[src/rtl/uart_tx_sched.sv]
// uart_tx_sched: round-robin byte scheduler feeding a UART transmitter, one fixed-length slot per byte.
// Grants and the start pulse are decoded from state so a byte is accepted in the same cycle it is seen.
module uart_tx_sched #(
  parameter int UART_BPS = 9600,
  parameter int clk_fre  = 50_000_000,
  parameter int GAP_BITS = 1
) (
  input  logic       clk,
  input  logic       rst_n,
  input  logic       en,
  input  logic       req0,
  input  logic [7:0] data0,
  output logic       gnt0,
  input  logic       req1,
  input  logic [7:0] data1,
  output logic       gnt1,
  output logic [7:0] pi_data,
  output logic       pi_sig,
  output logic       busy,
  output logic       done
);
  localparam int BAUD_CNT_MAX = clk_fre / UART_BPS;
  localparam int SLOT_CYC = BAUD_CNT_MAX * (10 + GAP_BITS);
  localparam logic [19:0] CNT_LOAD = 20'(SLOT_CYC - 1);

  typedef enum logic [1:0] {IDLE, START, WAIT} state_t;

  state_t      r_state, w_next;
  logic [19:0] r_cnt;
  logic [7:0]  r_data;
  logic        r_last;
  logic        w_go, w_win1;

  always_comb begin
    w_go   = (r_state == IDLE) && en && (req0 || req1) && rst_n;
    w_win1 = req1 && (!req0 || !r_last);
    gnt0   = w_go && !w_win1;
    gnt1   = w_go && w_win1;
    pi_sig = r_state == START;
    busy   = r_state != IDLE;
    done   = (r_state == WAIT) && (r_cnt == 20'd0);
    w_next = w_go ? START : (r_state == START) ? WAIT : done ? IDLE : r_state;
  end

  // Pointer resets to 1 so requester 0 wins the first contested grant.
  always_ff @(posedge clk or negedge rst_n) begin
    if (!rst_n) begin
      r_state <= IDLE;
      r_cnt   <= 20'd0;
      r_data  <= 8'h00;
      r_last  <= 1'b1;
    end else begin
      r_state <= w_next;
      if (w_go) begin
        r_data <= w_win1 ? data1 : data0;
        r_last <= w_win1;
      end
      if (r_state == START) r_cnt <= CNT_LOAD;
      else if (r_state == WAIT && r_cnt != 20'd0) r_cnt <= r_cnt - 20'd1;
    end
  end

  assign pi_data = r_data;
endmodule

[config.mk]
export PLATFORM = sky130hd
export DESIGN_NAME = uart_tx_sched
export DESIGN_NICKNAME = d
export VERILOG_FILES = /design/src/rtl/uart_tx_sched.sv
export SDC_FILE = /design/constraint.sdc
export NUM_CORES = 1
export LEC_CHECK = 0
export BUFFER_PORTS_ARGS = -buffer_cell sky130_fd_sc_hd__buf_2
export CAP_MARGIN = 0
export CORE_MARGIN = 8
export CORE_UTILIZATION = 55
export CTS_CLUSTER_SIZE = 20
export DETAILED_ROUTE_END_ITERATION = 10
export PLACE_DENSITY_LB_ADDON = 0.25
export SLEW_MARGIN = 15
export SYNTH_ARGS = -nofsm -noshare
export SYNTH_HDL_FRONTEND = slang
export SYNTH_SLANG_ARGS = --single-unit
[constraint.sdc]
create_clock -name clk -period 2.35 [get_ports clk]
set_clock_uncertainty 0.2 [all_clocks]
set_input_delay 0 -clock clk [delete_from_list [all_inputs] [get_ports clk]]
set_output_delay 0 -clock clk [all_outputs]
set_load 0.03 [all_outputs]
# == After elaboration in Yosys (flattened, before gate mapping) ==
# Cells that the tools add are included.
# W data, S select, Z words.
# totals
out_inout_bits,13
word_cells,32
ff_bits,31
inputBits,21
# op_classes
eq_ne,2
n_reduce_logical,19
addsub,1
n_mux,6
# ops
cell,n
$mux W20,2
$logic_not A20 Y1,1
$reduce_bool A20 Y1,1
$sub A20 B1 Y20 const B,1
$logic_and A1 B1 Y1,8
$mux W8,1
$mux W2,3
$reduce_bool A2 Y1,2
$logic_not A1 Y1,3
$reduce_bool A3 Y1,1
$eq A2 B1 Y1 const B,1
$eq A2 B2 Y1 const B,1
$logic_not A2 Y1,1
$logic_or A1 B1 Y1,2

# == Logic depth before layout (Yosys ltp) ==
# logic_depth
depth_word,5
ltp_mapped,8
ltp_nobuf,6

# == Worst setup path before layout ==
# Ideal clock, no wire load.
# synth_path
kind,flip-flop to flip-flop
startpoint,register r_cnt[0]
endpoint,register r_cnt[16]
period_less_slack_ns,2.109
path_stages_with_launch,7
slack_ns,0.241
path_buffers,0
arrival_ns,1.829
path_cell_list,dfrtp_1 -> inv_1 -> ha_1 -> nor3b_1 -> nand3_1 -> a311oi_1 -> mux2i_1
# synth_via
elab_chain_cells,3
# synth_rtl
element,line_no,source
from (decl),29,logic [19:0] r_cnt;
from (signal assigned),59,else if (r_state == WAIT && r_cnt != 20'd0) r_cnt <= r_cnt - 20'd1;
$sub A20 B1 Y20 / $reduce_bool A20 Y1 (equally long branches),59,
$mux W20 / $logic_and A1 B1 Y1 (equally long branches),59,
$mux W20 / $reduce_bool A2 Y1 (equally long branches),-,
# Parallel ways exist; a longest one is shown, timed or not. The select of a mux whose other input is x is not followed.
# A chain may end at the register's enable or synchronous reset.

# == Final worst setup path ==
# layout_path
startpoint,register r_cnt[14]
endpoint,output done
# layout_via
elab_chain_cells,2
# layout_rtl
element,line_no,source
$logic_not A20 Y1,41,done = (r_state == WAIT) && (r_cnt == 20'd0);
$logic_and A1 B1 Y1,41,
to (decl),20,output logic done
# Every way passes these cells.

==> metrics <==
Fmax achieved=0.441 GHz; cell family with most CP delay=simple AND/OR/NAND/NOR gates; routability cong.=0.841; area of the multi-input gates=1030 um^2; largest family of logic cells by synthesized area=simple AND/OR/NAND/NOR gates; Tightest Hold Check Type=in -> async; synthesized area=1890 um^2; CP max stage cell=or4_4; Leakage=1.09 nW; clock root buffer=clkbuf_4; crit path time final=2.27 ns; crit-path max FO=4; GRT Total Usage=19.4%; Peak VDD IR=810 uV; Final Hold Vio Count=0; CP Buf/Inv Count=2; Worst-Skew Late Latency=0.35 ns; most frequent cell after synthesis=dfrtp_1; FP Rows=21; CTS Sinks=31; CP Data Required Time=2.15 ns; initial antenna violation count=0; fillers=243; Area contributors post-synth=dfrtp_1, mux2i_1, nor2_1; register area share after synthesis=41.1%; Final Non-Filler Cells=313; R2R Setup Slk=0.17 ns; XOR/XNOR share of the synthesized area=0.464%; CTS tree=built; fin crit share=96.6%; largest area contributor in the netlist=dfrtp_1; Layout Nets=289; worst-margin pin slew=0.710 ns; Port Buffers=33; CP cell instances=or4_4, nor3b_4, buf_4, nand3_1, nor2_1, buf_4; dominant synthesized flop cell=dfrtp_1; pwr dens=1020 nW/um^2; I/O pin count=34; total grt overflow=0; number of global-route vias before repair=1747; Synth Area in Compound Gates=14.8%; synth unique cells=47; Vias=1872; setup TNS=0 ns; RSZ-0062 raised after global routing=no; Initial Util=57.1%; CTS H-tree depth=2; Die X-Extent=74.6 um; first-pass GRT wire length=8320 um; crit-path max cell delay=0.58 ns; status=finished, final reports clean; Synth async-reset ratio=100%; Final Slew Violations=0; clk slew on worst S/H paths=0.11 ns; Area Growth Syn to Fin=30.7%; post-DP HPWL=3320 um; synth cell count leaders=dfrtp_1, nor2_1, mux2i_1, nand2_1, a21oi_1; Crit Path Category=reg -> out; number of buffers created by CTS=5; drt wl/cell=16.7 um; register area=777 um^2; 1st-iter DRT viols=137; CP most frequent cell=buf_4; WP data arrival=2.07 ns; die height=74.6 um; EDFF count, synth=0; placed cell count=285; Finished Cell Area=2470 um^2; Post-Syn Instances=203; Via-to-Cell Ratio=5.98; Synth Area per Inst=9.31 um^2; Util after Layout=74.6%; CP Capture Type=primary output; largest net degree at the start of global routing=32; CTS max path bufs=2; drt drc=0; fraction of layout cells with a size suffix above 1=26.2%; Pwr Total=2.53 mW; Yosys top cell area share=39.7%; Slew Limit Headroom=52.4%; FF+latch count, synth=31; worst flop-to-flop path startpoint=r_cnt[1]; Synth Area in Adders=1.32%; maxcap violations=0; reg2reg path depth=7; remaining antenna violation count=0; post-synthesis mux area share=9.07%; post-place instance area=2160 um^2; Synth Area in Simple Gates=28.1%; total wire length=5220 um; R2R Path End=r_cnt[0]; die area=5570 um^2; Worst setup SP type=flop; Mapped Nets=226; core area=3310 um^2; yosys warns=0; n_diodes=0; Final Setup Violations=0; First-pass DRT Iterations=4
-- metal layers --
metal | GRT usage [%] | wire length, um
met1 | 23.0 | 2130
met2 | 32.1 | 2570
met3 | 5.33 | 363
met4 | 8.70 | 151
met5 | 0 | 0
-- tightest hold or removal path: stages --
cell	delay (ns)
dlygate4sd3_1	0.52
buf_2	0.12
buf_4	0.36
-- state kept, by name, summed over array words and instances (netlist names) --
name	count
r_state	2
pi_data	8
r_cnt	20
r_last	1
-- worst max path at each step --
stage	start	endpoint	slack (ns)	depth (start not counted)
after floorplan	r_cnt[0]	r_cnt[16]	0.24	6
after global placement	r_cnt[1]	r_cnt[3]	0.17	6
after detailed placement	r_cnt[1]	r_cnt[3]	0.06	6
after CTS	r_cnt[1]	r_cnt[1]	0.04	6
after global routing	r_cnt[1]	r_cnt[0]	0.002	7
final	r_cnt[14]	done	0.08	6
-- cell type report --
class	instances	area share (%)
clock inverters	2	1.42
multi-input cells	150	41.8
flip-flops and latches	31	31.5
inverters	10	1.52
well taps	46	2.33
clock buffers	6	2.08
repair buffers	68	19.4
-- cells in the final DEF, fill, tap and decap left out, types with 2 or more instances in the layout --
master and count:
nand2_1 16, ha_1 2, nand3_1 10, or3_1 3
nand2b_1 6, nor4_1 7, o21ai_0 2, nand4_1 2
inv_1 10, clkbuf_4 5, o2111a_1 2, buf_2 32
and2_1 4, nor3_1 5, a211oi_1 3, nor2_1 18
a311oi_1 4, a21o_1 2, a21oi_1 12, nor4b_1 3
o31ai_1 2, dfrtp_1 30, and3_1 2, or2_2 2
buf_4 17, o311ai_0 2, dlygate4sd3_1 19, nor4_2 2
nand4b_1 2, mux2i_1 16, o41ai_1 4
-- kinds of logic after synthesis --
logic type | after synthesis
flip-flops | 31
adder cells (fa/ha/maj) | 2
AND/OR/NAND/NOR | 91
XOR/XNOR | 1
multiplexers | 17
AO/OA/AOI/OAI | 39
buffers and inverters | 22
-- where the power goes --
group          internal [mW]  switching [mW]
registers              0.752           0.237
clock network          0.251           0.198
logic                  0.466           0.622
-- stage by stage --
step	setup WS [ns]	hold slack, ns
4_1_cts	0.0376	0.0181
6_report	0.0804	0.0164
2_1_floorplan	0.241	-0.496
3_3_place_gp	0.174	-0.139
5_1_grt	0.00226	0.0463
3_5_place_dp	0.0619	-0.136
-- repair_timing --
| item | in CTS | in global routing |
|---|---|---|
| hold buffers | 19 | 0 |
| resized for setup | 0 | 6 |
| setup endpoints to repair | 0 | 8 |
| endpoints found under the hold margin | 40 | 0 |
| buffers inserted | 0 | 1 |
(Power assumes the default switching activity.)
